File: src/rtl/rosco_bus_pkg.sv
// Shared bus definitions for the rosco bus glue logic.
// FSM states, external-ack sources and default wait/timeout constants.
package rosco_bus_pkg;

    localparam int DEF_ROM_WAIT = 2;
    localparam int DEF_RAM_WAIT = 0;
    localparam int DEF_TIMEOUT  = 64;

    typedef enum logic [2:0] {
        ST_IDLE,
        ST_COUNT,
        ST_EXTWAIT,
        ST_ACK,
        ST_BERR
    } state_t;

    typedef enum logic [1:0] {
        SRC_NONE,
        SRC_IO,
        SRC_EXP
    } src_t;

    function automatic int cnt_width(input int a, input int b, input int c);
        int m;
        int w;
        m = (a > b) ? a : b;
        m = (m > c) ? m : c;
        w = $clog2(m + 1);
        return (w < 1) ? 1 : w;
    endfunction

endpackage

File: src/rtl/sync2.sv
// Two-flop synchronizer for asynchronous active-low bus strobes.
// Resets to 1 so a held-low input is never seen during reset.
module sync2 (
    input  logic clk,
    input  logic rst_n,
    input  logic d,
    output logic q
);

    logic meta;

    always_ff @(posedge clk or negedge rst_n) begin
        if (!rst_n) begin
            meta <= 1'b1;
            q    <= 1'b1;
        end else begin
            meta <= d;
            q    <= meta;
        end
    end

endmodule

File: src/rtl/bus_ack_gen.sv
// DTACK / bus-error generator for the 68k bus: fixed waits for ROM/RAM,
// synchronized external acknowledge with timeout for IO and expansion.
module bus_ack_gen
    import rosco_bus_pkg::*;
#(
    parameter int ROM_WAIT = DEF_ROM_WAIT,
    parameter int RAM_WAIT = DEF_RAM_WAIT,
    parameter int TIMEOUT  = DEF_TIMEOUT
) (
    input  logic i_CLK,
    input  logic i_RESET_n,
    input  logic i_AS_n,
    input  logic i_ROMSEL_n,
    input  logic i_RAMSEL_n,
    input  logic i_IOSEL_n,
    input  logic i_EXPSEL_n,
    input  logic i_IODTACK_n,
    input  logic i_EXPDTACK_n,
    output logic o_DTACK_n,
    output logic o_BERR_n,
    output logic o_BUSY
);

    localparam int CW = cnt_width(ROM_WAIT, RAM_WAIT, TIMEOUT);

    logic         as_s;
    logic         iodt_s;
    logic         expdt_s;
    logic         as_prev;
    logic         ack_hit;
    state_t       state;
    state_t       state_nx;
    src_t         src;
    src_t         src_nx;
    logic [CW-1:0] cnt;
    logic [CW-1:0] cnt_nx;

    sync2 u_sync_as (
        .clk   (i_CLK),
        .rst_n (i_RESET_n),
        .d     (i_AS_n),
        .q     (as_s)
    );

    sync2 u_sync_iodt (
        .clk   (i_CLK),
        .rst_n (i_RESET_n),
        .d     (i_IODTACK_n),
        .q     (iodt_s)
    );

    sync2 u_sync_expdt (
        .clk   (i_CLK),
        .rst_n (i_RESET_n),
        .d     (i_EXPDTACK_n),
        .q     (expdt_s)
    );

    assign ack_hit = ((src == SRC_IO)  && !iodt_s) ||
                     ((src == SRC_EXP) && !expdt_s);

    always_comb begin
        state_nx = state;
        src_nx   = src;
        cnt_nx   = cnt;
        unique case (state)
            ST_IDLE: begin
                cnt_nx = '0;
                // Decode only on the falling edge of the synchronized strobe
                if (!as_s && as_prev) begin
                    if (!i_ROMSEL_n) begin
                        state_nx = ST_COUNT;
                        cnt_nx   = CW'(ROM_WAIT);
                    end else if (!i_RAMSEL_n) begin
                        state_nx = ST_COUNT;
                        cnt_nx   = CW'(RAM_WAIT);
                    end else begin
                        state_nx = ST_EXTWAIT;
                        if (!i_IOSEL_n)
                            src_nx = SRC_IO;
                        else if (!i_EXPSEL_n)
                            src_nx = SRC_EXP;
                        else
                            src_nx = SRC_NONE;
                    end
                end
            end
            ST_COUNT: begin
                if (as_s)
                    state_nx = ST_IDLE;
                else if (cnt == '0)
                    state_nx = ST_ACK;
                else
                    cnt_nx = cnt - CW'(1);
            end
            ST_EXTWAIT: begin
                // Acknowledge beats a coincident timeout
                if (as_s)
                    state_nx = ST_IDLE;
                else if (ack_hit)
                    state_nx = ST_ACK;
                else if (cnt == CW'(TIMEOUT - 1))
                    state_nx = ST_BERR;
                else
                    cnt_nx = cnt + CW'(1);
            end
            ST_ACK, ST_BERR: begin
                if (as_s)
                    state_nx = ST_IDLE;
            end
            default: state_nx = ST_IDLE;
        endcase
    end

    always_ff @(posedge i_CLK or negedge i_RESET_n) begin
        if (!i_RESET_n) begin
            state   <= ST_IDLE;
            src     <= SRC_NONE;
            cnt     <= '0;
            as_prev <= 1'b1;
        end else begin
            state   <= state_nx;
            src     <= src_nx;
            cnt     <= cnt_nx;
            as_prev <= as_s;
        end
    end

    // Outputs come straight from flops fed by the next state: glitch-free
    always_ff @(posedge i_CLK or negedge i_RESET_n) begin
        if (!i_RESET_n) begin
            o_DTACK_n <= 1'b1;
            o_BERR_n  <= 1'b1;
            o_BUSY    <= 1'b0;
        end else begin
            o_DTACK_n <= (state_nx != ST_ACK);
            o_BERR_n  <= (state_nx != ST_BERR);
            o_BUSY    <= (state_nx != ST_IDLE);
        end
    end

endmodule

File: config.mk
export PLATFORM = sky130hd
export DESIGN_NAME = bus_ack_gen
export DESIGN_NICKNAME = d
export VERILOG_FILES = /design/src/rtl/rosco_bus_pkg.sv /design/src/rtl/sync2.sv /design/src/rtl/bus_ack_gen.sv
export SDC_FILE = /design/constraint.sdc
export NUM_CORES = 1
export LEC_CHECK = 0
export CAP_MARGIN = 40
export CELL_PAD_IN_SITES_DETAIL_PLACEMENT = 1
export CELL_PAD_IN_SITES_GLOBAL_PLACEMENT = 1
export CORE_UTILIZATION = 40
export DETAILED_ROUTE_END_ITERATION = 7
export DONT_BUFFER_PORTS = 1
export HOLD_SLACK_MARGIN = 0.12
export PLACE_DENSITY = 0.75
export SLEW_MARGIN = 20
export SYNTH_ARGS = -nofsm -noshare
export SYNTH_HDL_FRONTEND = slang
export SYNTH_HIERARCHICAL = 1
export SYNTH_SLANG_ARGS = --single-unit
export TNS_END_PERCENT = 1
File: constraint.sdc
create_clock -name i_CLK -period 2.6 [get_ports i_CLK]
set_input_delay 0.52 -clock i_CLK [delete_from_list [all_inputs] [get_ports i_CLK]]
set_output_delay 0.52 -clock i_CLK [all_outputs]
set_load 0.02 [all_outputs]
# Word-level counts from Yosys, hierarchy flattened
# Index checks and enable logic that the tools add are counted.
[word_totals]
register_bits = 22
output_inout_bits = 3
in_bits = 9
[classes]
n_eq_ne = 14
n_addsub = 2
muxes = 20
n_reduce_logical = 14
[ops]
columns = ["operator", "n"]
rows = [
  ["two-way mux 7 bit", 5],
  ["two-way mux 3 bit", 7],
  ["case mux 7 bit (3 select lines)", 1],
  ["two-way mux 2 bit", 6],
  ["case mux 3 bit (4 select lines)", 1],
  ["!= test 2 bit, second input constant", 5],
  ["adder 7 x 1 -> 7 bit, second input constant", 1],
  ["== test 7 x 6 -> 1 bit, second input constant", 1],
  ["zero test 7 bit", 1],
  ["subtractor 7 x 1 -> 7 bit, second input constant", 1],
  ["== test 3 x 2 -> 1 bit, second input constant", 2],
  ["AND reduction 6 bit", 1],
  ["nonzero test 3 bit", 2],
  ["AND reduction 4 bit", 1],
  ["== test 3 x 1 -> 1 bit, second input constant", 1],
  ["== test 3 bit, second input constant", 1],
  ["logical AND 1 bit", 3],
  ["zero test 1 bit", 3],
  ["zero test 3 bit", 1],
  ["!= test 3 x 2 -> 1 bit, second input constant", 1],
  ["!= test 3 bit, second input constant", 1],
  ["== test 2 x 1 -> 1 bit, second input constant", 1],
  ["== test 2 bit, second input constant", 1],
  ["OR reduction 2 bit", 1],
  ["logical OR 1 bit", 1],
]

# Logic depth before layout (Yosys ltp)
# Gate-level depths: netlist of run 1.
[depth]
ltp_word = 7
mapped_depth = 10

# By module
# The synthesis of run 1 kept the hierarchy.
[by_module_without_submodules]
columns = ["module", "area_each_um2", "n_inst", "cells_per_inst", "seq_area_each_um2"]
rows = [
  ["bus_ack_gen", 988.4, 1, 102, 404.1],
  ["sync2", 52.6, 3, 2, 52.6],
]

# Worst setup path after synthesis of run 1
# Ideal clock, no wire load.
[synth_path]
path_type = "flip-flop to flip-flop"
from = "register state[0]"
to = "register cnt[6]"
setup_time_ns = 0.116
slack_ns = 0.317
synth_period_minus_slack_ns = 2.283
arrival_ns = 2.168
path_stages_with_launch = 10
required_ns = 2.484
cell_sequence = "dfrtp_1 -> buf_6 -> inv_1 -> nand3_1 -> fa_1 -> a211oi_1 -> o21bai_1 -> a21oi_1 -> xnor2_1 -> o311ai_0"
[synth_via]
elab_chain_cells = 3
word_cells_on_any_way = 11
classes_between = "eq/ne: 7; mux: 1; reduce/logical: 3"
[synth_rtl]
columns = ["element", "line", "text"]
rows = [
  ["start, declared", "bus_ack_gen.sv:31", "state_t state;"],
  ["start signal, assigned", "bus_ack_gen.sv:122", "state <= state_nx;"],
  ["== test 3 x 1 -> 1 bit (tied with other cells)", "bus_ack_gen.sv:66", "unique case (state)"],
  ["!= test 2 bit (no line) / nonzero test 3 bit (equally long branches)", "n/a", ""],
  ["AND reduction 6 bit (no line)", "n/a", ""],
  ["end signal, assigned", "bus_ack_gen.sv:124", "cnt <= cnt_nx;"],
  ["end, declared", "bus_ack_gen.sv:35", "logic [CW-1:0] cnt;"],
]
# Parallel ways exist; a longest one is shown, timed or not.
# A chain may end at the register's enable or synchronous reset.

# Worst setup path after layout of run 1
[layout_path]
from = "register state[2]"
to = "register cnt[6]"
# The elaborated chain is that of the path after synthesis.

==> out/results.ini, run 1 <==
[logic_synthesis]
syn_avg_cell_area_um2 = 10.61
synth_edf_count = 0
synth-simple-area-share_pct = 15.83
synth_xor_area_share_pct = 3.821
synth_compound_area_share_pct = 17.58
synthMuxAreaShare_pct = 1.856
synth.distinct_cells = 34
synthCells = 108
ys_async_sr_fraction_pct = 100.0
synth_adder_area_share_pct = 7.205
synth_top_family_by_area = compound AO/OA/AOI/OAI gates
synth_ff_type = dfrtp_1
synth_warnings = 6
postSynthNetCount = 123
synth_seq_area_share_pct = 49.02
syn_area_um2 = 1146
synth_seq_cells = 22

[finish]
final_cell_mix = 13 x dfrtp_1, 10 x nand2_1, 9 x dfstp_2, 7 x o21ai_0, 7 x inv_1
drive_above_1_share_pct = 17.86
largest_register_ffs = 7
reg_top3 = cnt (7), state (3), src (2)
syn_to_final_growth_pct = 6.114
final_common_cell = dfrtp_1
num_antenna_cells = 0
fin_nets = 128
fillCellCount = 312
final_area_um2 = 1216
regMostFlops = cnt

[power]
leakage_nw = 0.5267
vdd_drop_max_v = 0.0004624
power_density_nw_per_um2 = 937.1

[place]
placed_area_um2 = 1165
hpwl_um = 1745
portBuffers = 0
gp_congestion = 0.8390

[worst_setup_path]
worstPathArrival_ns = 2.56
slowest_delay_ns = 0.46
end_kind = flip-flop
r2r_cells = 9
crit_required_ns = 2.81
path_class = reg2reg
worstPathMaxFanout = 9
cp-start-kind = flip-flop
critPathSlowestCell = dfrtp_1
cp_cell_sequence = inv_1 -> nand3_1 -> buf_4 -> ha_1 -> a211oi_1 -> o21bai_1 -> a21oi_1 -> xnor2_1 -> o311ai_0

[sta]
worst_pin_slew_ns = 0.5843
rsz0062_at_grt = false
slew_violations = 0
setup_viol = 0
slew-limit-headroom_pct = 61.04
fin_crit_sh_pct = 90.25
tns_ns = 0
fmax_ghz = 0.4262
hold_violations = 0
fin_skew_ns = 0.005779
min_period_ns = 2.347

[grt]
track_usage_pct = 17.27
antenna_found_initial = 0
overflow = 0
grt_pass1_vias = 911
grt_max_degree = 23
grt_pass1_wl_um = 4064

[clock_tree]
cts_inserted_buffers = 3
insertion_delay_ns = 0.31
cts_tree = yes
path_clk_slew_ns = 0.11
clockBufferDepth = 2
htree_levels = 1
cts_setup_buffers = 0
cts-resized-gates = 0
cts_root_buf = clkbuf_4
ctsHoldBuffers = 1
clock-sinks = 22

[floorplan]
ioPinCount = 12
core_um2 = 2734
die-width_um = 55.53
rows = 19
die_h_um = 55.53
die_area_um2 = 3084
start_util_pct = 41.92

[routing]
viasPerCell = 5.713
wl_um = 2292
wl_per_cell_um = 16.03
drt-pass1-iter-count = 4
antenna_left = 0
drc = 0
vias = 817
drtIter0Drc = 11

[min_path]
min_path_cells = 0
worstHoldPathType = in2reg

[run_status]
status = finished clean

[job]
drv_cap = 0

==> cell usage after synthesis, drive strengths merged, types with 3 or more instances <==
library cell	count	area, µm²
a211oi	3	22.52
a21oi	6	30.03
buf	3	27.52
dfrtp	13	325.3
dfstp	9	236.5
ha	5	62.56
inv	7	26.28
nand2	10	37.54
nand2b	3	18.77
nand3	3	15.01
nor2	4	15.01
nor3b	3	22.52
o21ai	7	35.03
o21bai	3	22.52
o31ai	5	42.54
or2	3	18.77
xnor2	3	26.28
==> metal layers <==
metal / vias up / wire (µm) / global-route usage [%]
met2: 14 / 1198 / 31.67
met3: 5 / 48 / 3.044
li1: 394 / - / -
met1: 404 / 991 / 18.97
met4: 0 / 53 / 8.571
met5: - / 0 / 0
==> metrics by stage <==
stage / total power [mW] / hold slack, ns / setup slack (ns) / utilization (%) / cells
finish: 1.140 / 0.1864 / 0.2535 / 44.49 / 143
global route: 1.227 / 0.1742 / 0.04688 / 44.49 / 143
CTS: 1.147 / 0.1830 / 0.2325 / 43.94 / 142
detailed placement: 0.9823 / 0.2248 / 0.2666 / 42.61 / 137
global placement: 0.9525 / 0.2248 / 0.4162 / 42.61 / 137
floorplan: 0.8754 / 0.2244 / 0.3168 / - / 108
==> worst max-delay path, delay by kind of cell, from the launching register on <==
kind,cells,cell delay (ns)
AND/OR/NAND/NOR,1,0.13
AO/OA/AOI/OAI,4,0.88
adder cells (fa/ha/maj),1,0.34
XOR/XNOR,1,0.10
buffers and inverters,2,0.34
flip-flops,1,0.46
==> worst paths after layout <==
kind | startpoint | endpoint | slack, ns
max | state[2] | cnt[6] | 0.25
min | i_AS_n | u_sync_as/meta | 0.19
max reg2reg | state[2] | cnt[6] | 0.25
min reg2reg | u_sync_expdt/meta | u_sync_expdt/q | 0.36
max in group asynchronous | i_RESET_n | u_sync_iodt/meta | 1.58
min in group asynchronous | i_RESET_n | state[0] | 0.51
==> report_power, final <==
group          switching, mW  internal (mW)
Sequential            0.0824          0.411
Clock                 0.0990         0.0601
Combinational          0.268          0.220
Total                  0.449          0.691
==> kinds of logic (layout without fill, tap and decap cells) <==
logic type	count (synthesis)	after routing
simple gates	34	34
flops	22	22
fa+ha+maj	6	6
mux	2	2
xor+xnor	5	5
compound gates	29	29
buf+inv	10	14
==> cell type report <==
| cell class | instances | area, µm² | area share [%] |
|---|---|---|---|
| clock buffers | 4 | 26.28 | 2.160 |
| inverters | 7 | 26.28 | 2.160 |
| multi-input cells | 76 | 530.5 | 43.62 |
| flip-flops and latches | 22 | 561.8 | 46.19 |
| well taps | 31 | 38.79 | 3.189 |
| repair buffers | 3 | 32.53 | 2.675 |
(Power assumes the default switching activity.)
==> run 2: changes to the inputs <==
CELL_PAD_IN_SITES_DETAIL_PLACEMENT = 0   (was 1)
CORE_MARGIN = 1.5   (was unset)
SKIP_CTS_REPAIR_TIMING = 1   (was unset)
==> out/results.ini, run 2 (same netlist as run 1, synthesis figures left out) <==
[finish]
regMostFlops = cnt
multi_input_area_um2 = 530.5  ; unchanged
largest_register_ffs = 7  ; unchanged
reg_top3 = cnt (7), state (3), src (2)
finish.utilization_pct = 43.94  ; -0.55 points
final_cell_mix = 13 x dfrtp_1, 10 x nand2_1, 9 x dfstp_2, 7 x o21ai_0, 7 x inv_1
drive_above_1_share_pct = 17.12  ; -0.74 points
fillCellCount = 246  ; -21%
num_antenna_cells = 0  ; unchanged
regArea_um2 = 561.8  ; unchanged
fin_nets = 127  ; -0.78%
syn_to_final_growth_pct = 4.803
final_common_cell = dfrtp_1

[worst_setup_path]
path_class = reg2reg
end_kind = flip-flop
cp-start-kind = flip-flop
crit_required_ns = 2.80  ; about the same
worstPathArrival_ns = 2.50  ; -0.06 ns
worstPathMaxFanout = 9  ; unchanged

[clock_tree]
insertion_delay_ns = 0.30  ; about the same
cts_tree = yes
clock-sinks = 22  ; unchanged
cts_inserted_buffers = 3  ; unchanged
htree_levels = 1  ; unchanged
clockBufferDepth = 2  ; unchanged
path_clk_slew_ns = 0.12  ; about the same
cts_root_buf = clkbuf_4

[sta]
setup_viol = 0  ; unchanged
slew-limit-headroom_pct = 35.06  ; -26 points
worst_pin_slew_ns = 0.9708  ; +0.3865 ns
hold_violations = 0  ; unchanged
fin_skew_ns = 0.01083  ; +0.005052 ns
rsz0062_at_grt = false
fmax_ghz = 0.4359  ; +2.3%
min_period_ns = 2.294  ; -0.05240 ns
fin_crit_sh_pct = 88.23  ; -2.0 points
tns_ns = 0  ; unchanged
slew_violations = 0  ; unchanged

[place]
portBuffers = 0  ; unchanged
hpwl_um = 1490  ; -15%
gp_congestion = 0.8443  ; +0.63%

[power]
power_density_nw_per_um2 = 930.1  ; -0.74%
p_int_mw = 0.6882  ; -0.35%
vdd_drop_max_v = 0.0004268  ; -7.7%
leakage_nw = 0.5193  ; -1.4%
swShare_pct = 38.40  ; -1.0 points
clkPwrFrac_pct = 13.9  ; about the same
total_power_mw = 1.117  ; -2.0%
seqPwrFrac_pct = 44.0  ; +0.7 points
switchingPower_mw = 0.4290  ; -4.5%
power.share.combinational_pct = 42.2  ; -0.6 points

[routing]
antenna_left = 0  ; unchanged
viasPerCell = 5.500  ; -3.7%
drtIter0Drc = 31  ; +20
drt-pass1-iter-count = 4  ; unchanged
drc = 0  ; unchanged
wl_um = 1991  ; -13%
wl_per_cell_um = 14.02  ; -13%
vias = 781  ; -4.4%

[job]
drv_cap = 0  ; unchanged

[floorplan]
die-width_um = 56.53  ; +1.8%
core_um2 = 2734  ; unchanged
die_area_um2 = 3196  ; +3.6%
ioPinCount = 12  ; unchanged
start_util_pct = 41.92  ; unchanged
die_h_um = 56.53  ; +1.8%
rows = 19  ; unchanged

[grt]
antenna_found_initial = 0  ; unchanged
track_usage_pct = 13.90  ; -3.4 points
grt_pass1_wl_um = 3415  ; -16%
grt_pass1_vias = 807  ; -11%
grt_max_degree = 23  ; unchanged
overflow = 0  ; unchanged

[run_status]
status = finished clean

[min_path]
worstHoldPathType = in2reg

run 2: cell count changes in the layout (fill, tap and decap cells not counted):
cell,change
buf_8,-1
run 2: through the flow:
stage	instances	instance area, µm²	setup WS [ns]	hold WS (ns)
floorplan	108	1146	0.3168	0.2244
CTS	141	1191	0.3169	-0.1149
global placement	137	1165	0.4167	0.2249
finish	142	1201	0.3059	0.1957
global route	142	1201	0.05225	0.1756
detailed placement	137	1165	0.3454	0.2249
run 2: worst paths after layout:
path / startpoint / end / slack (ns) / cells past startpoint
worst max register to register: state[2] / cnt[6] / 0.31 / 9
max in group asynchronous: i_RESET_n / src[1] / 1.20 / 1
worst max-delay path: state[2] / cnt[6] / 0.31 / 9
min in group asynchronous: i_RESET_n / state[0] / 0.81 / 1
worst min-delay path: i_AS_n / u_sync_as/meta / 0.20 / 0
worst min register to register: u_sync_expdt/meta / u_sync_expdt/q / 0.36 / 0
run 2: power groups by stage:
stage / sequential, mW / clock [mW] / combinational, mW
floorplan: 0.467 / 0 / 0.408
global placement: 0.495 / 0 / 0.457
detailed placement: 0.498 / 0 / 0.462
CTS: 0.492 / 0.162 / 0.465
global route: 0.503 / 0.172 / 0.532
finish: 0.491 / 0.155 / 0.471
run 2: critical path: stages, from the launching register on:
cell	delay, ns
dfrtp_1	0.46
inv_1	0.13
nand3_1	0.11
buf_4	0.20
ha_1	0.33
a211oi_1	0.30
o21bai_1	0.12
a21oi_1	0.19
xnor2_1	0.10
o311ai_0	0.26
run 2: area by class of cell:
| type | instances | area share, % |
|---|---|---|
| flip-flops and latches | 22 | 46.77 |
| multi-input cells | 76 | 44.17 |
| well taps | 31 | 3.229 |
| clock buffers | 4 | 2.188 |
| inverters | 7 | 2.188 |
| repair buffers | 2 | 1.458 |
run 2: layer usage:
metal / global-route usage (%) / wire length, µm
met5: 0 / 0
met4: 9.184 / 58
met2: 23.92 / 973
met3: 1.382 / 56
met1: 16.20 / 902
==> run 3: changes to the inputs <==
CELL_PAD_IN_SITES_DETAIL_PLACEMENT = unset   (was 0)
CELL_PAD_IN_SITES_GLOBAL_PLACEMENT = unset   (was 1)
PLACE_DENSITY = 0.63   (was 0.75)
==> out/results.ini, run 3 (same netlist as run 1, synthesis figures left out) <==
[run_status]
status = finished clean

[routing]
drt-pass1-iter-count = 4  ; unchanged
viasPerCell = 5.775  ; +5.0%
vias = 820  ; +5.0%
drtIter0Drc = 36  ; +16%
antenna_left = 0  ; unchanged
wl_per_cell_um = 14.61  ; +4.2%
drc = 0  ; unchanged
wl_um = 2074  ; +4.2%

[sta]
fin_skew_ns = 0.008279  ; -0.002551 ns
fmax_ghz = 0.4337  ; -0.50%
worst_pin_slew_ns = 0.9332  ; -0.03759 ns
rsz0062_at_grt = false
fin_crit_sh_pct = 88.67  ; +0.44 points
hold_violations = 0  ; unchanged
setup_viol = 0  ; unchanged
slew_violations = 0  ; unchanged
tns_ns = 0  ; unchanged
slew-limit-headroom_pct = 37.58  ; +2.5 points
min_period_ns = 2.306  ; +0.01142 ns
hold_ws_ns = 0.1960  ; +0.0002340 ns

[floorplan]
die-width_um = 56.53  ; unchanged
ioPinCount = 12  ; unchanged
core_um2 = 2734  ; unchanged
die_h_um = 56.53  ; unchanged
rows = 19  ; unchanged
start_util_pct = 41.92  ; unchanged
die_area_um2 = 3196  ; unchanged

[power]
vdd_drop_max_v = 0.0003895  ; -8.7%
power_density_nw_per_um2 = 956.9  ; +2.9%
leakage_nw = 0.5266  ; +1.4%

[clock_tree]
insertion_delay_ns = 0.30  ; about the same
clock-sinks = 22  ; unchanged
cts_root_buf = clkbuf_4
cts_tree = yes
clockBufferDepth = 2  ; unchanged
htree_levels = 1  ; unchanged
cts_inserted_buffers = 3  ; unchanged
path_clk_slew_ns = 0.11  ; about the same

[grt]
grt_pass1_wl_um = 3712  ; +8.7%
grt_max_degree = 23  ; unchanged
grt_pass1_vias = 833  ; +3.2%
track_usage_pct = 14.98  ; +1.1 points
overflow = 0  ; unchanged
antenna_found_initial = 0  ; unchanged

[finish]
largest_register_ffs = 7  ; unchanged
final_cell_mix = 13 x dfrtp_1, 10 x nand2_1, 9 x dfstp_2, 7 x o21ai_0, 7 x inv_1
num_antenna_cells = 0  ; unchanged
final_common_cell = dfrtp_1
regMostFlops = cnt
reg_top3 = cnt (7), state (3), src (2)
drive_above_1_share_pct = 18.92  ; +1.8 points
fin_nets = 127  ; unchanged
syn_to_final_growth_pct = 6.114

[worst_setup_path]
cp_cell_sequence = inv_1 -> nand3_1 -> buf_4 -> ha_1 -> a21o_1 -> a21oi_1 -> o21bai_1 -> a21oi_1 -> xor2_1 -> o31ai_1
slowest_delay_ns = 0.47  ; about the same
crit_required_ns = 2.77  ; -0.03 ns
end_kind = flip-flop
critPathSlowestCell = dfrtp_1
worstPathMaxFanout = 9  ; unchanged
worstPathArrival_ns = 2.48  ; -0.02 ns
cp-start-kind = flip-flop
path_class = reg2reg
crit_top_cell = a21oi_1

[job]
drv_cap = 0  ; unchanged

[place]
portBuffers = 0  ; unchanged
gp_congestion = 0.7956  ; -5.8%
hpwl_um = 1603  ; +7.6%

[min_path]
worstHoldPathType = in2reg

-- run 3: changes by cell type in the layout (fill, tap and decap cells not counted) --
cell,previous run,this run
a211oi_1,3,2
a211oi_2,0,1
clkbuf_1,1,0
clkbuf_8,0,1
-- run 3: final timing paths --
check                      slack, ns             start  cells past startpoint              to
hold / removal                  0.20            i_AS_n                      0  u_sync_as/meta
setup / recovery                0.29          state[2]                     10          cnt[5]
hold reg to reg                 0.36  u_sync_iodt/meta                      0   u_sync_iodt/q
max in group asynchronous       1.24         i_RESET_n                      1          cnt[5]
setup reg to reg                0.29          state[2]                     10          cnt[5]
min in group asynchronous       0.79         i_RESET_n                      1        state[0]
-- run 3: metrics by stage --
step / std cells / utilization, % / setup slack [ns] / cell area (µm²) / power [mW]
6_report: 142 / 44.49 / 0.2945 / 1216 / 1.164
2_1_floorplan: 108 / - / 0.3168 / 1146 / 0.8754
5_1_grt: 142 / 44.49 / 0.05157 / 1216 / 1.270
3_5_place_dp: 137 / 42.61 / 0.2808 / 1165 / 0.9763
3_3_place_gp: 137 / 42.61 / 0.4454 / 1165 / 0.9400
4_1_cts: 141 / 43.94 / 0.2524 / 1201 / 1.158
-- run 3: report_power, final --
group	total (mW)	internal, mW	switching [mW]
combinational	0.493	0.225	0.268
sequential	0.490	0.411	0.0796
clock	0.180	0.0855	0.0944
total	1.16	0.721	0.442
-- run 3: area by class of cell --
type                    instances  area (µm²)
fillers                       263        1518
clock buffers                   4       36.28
inverters                       7       26.28
flip-flops and latches         22       561.8
multi-input cells              76       535.5
well taps                      31       38.79
repair buffers                  2       17.52
-- run 3: routing by layer --
layer / vias to the layer above / wire [µm] / track usage (%)
met5: - / 0 / 0
met1: 403 / 869 / 17.43
met4: 0 / 48 / 7.143
met3: 5 / 57 / 1.382
li1: 393 / - / -
met2: 19 / 1099 / 27.24
-- run 3: critical path, delay by kind of cell (launching register included) --
kind	cells	cell delay, ns
buffers and inverters	2	0.33
adder cells (fa/ha/maj)	1	0.27
XOR/XNOR	1	0.19
AND/OR/NAND/NOR	1	0.12
AO/OA/AOI/OAI	5	0.78
flip-flops	1	0.47
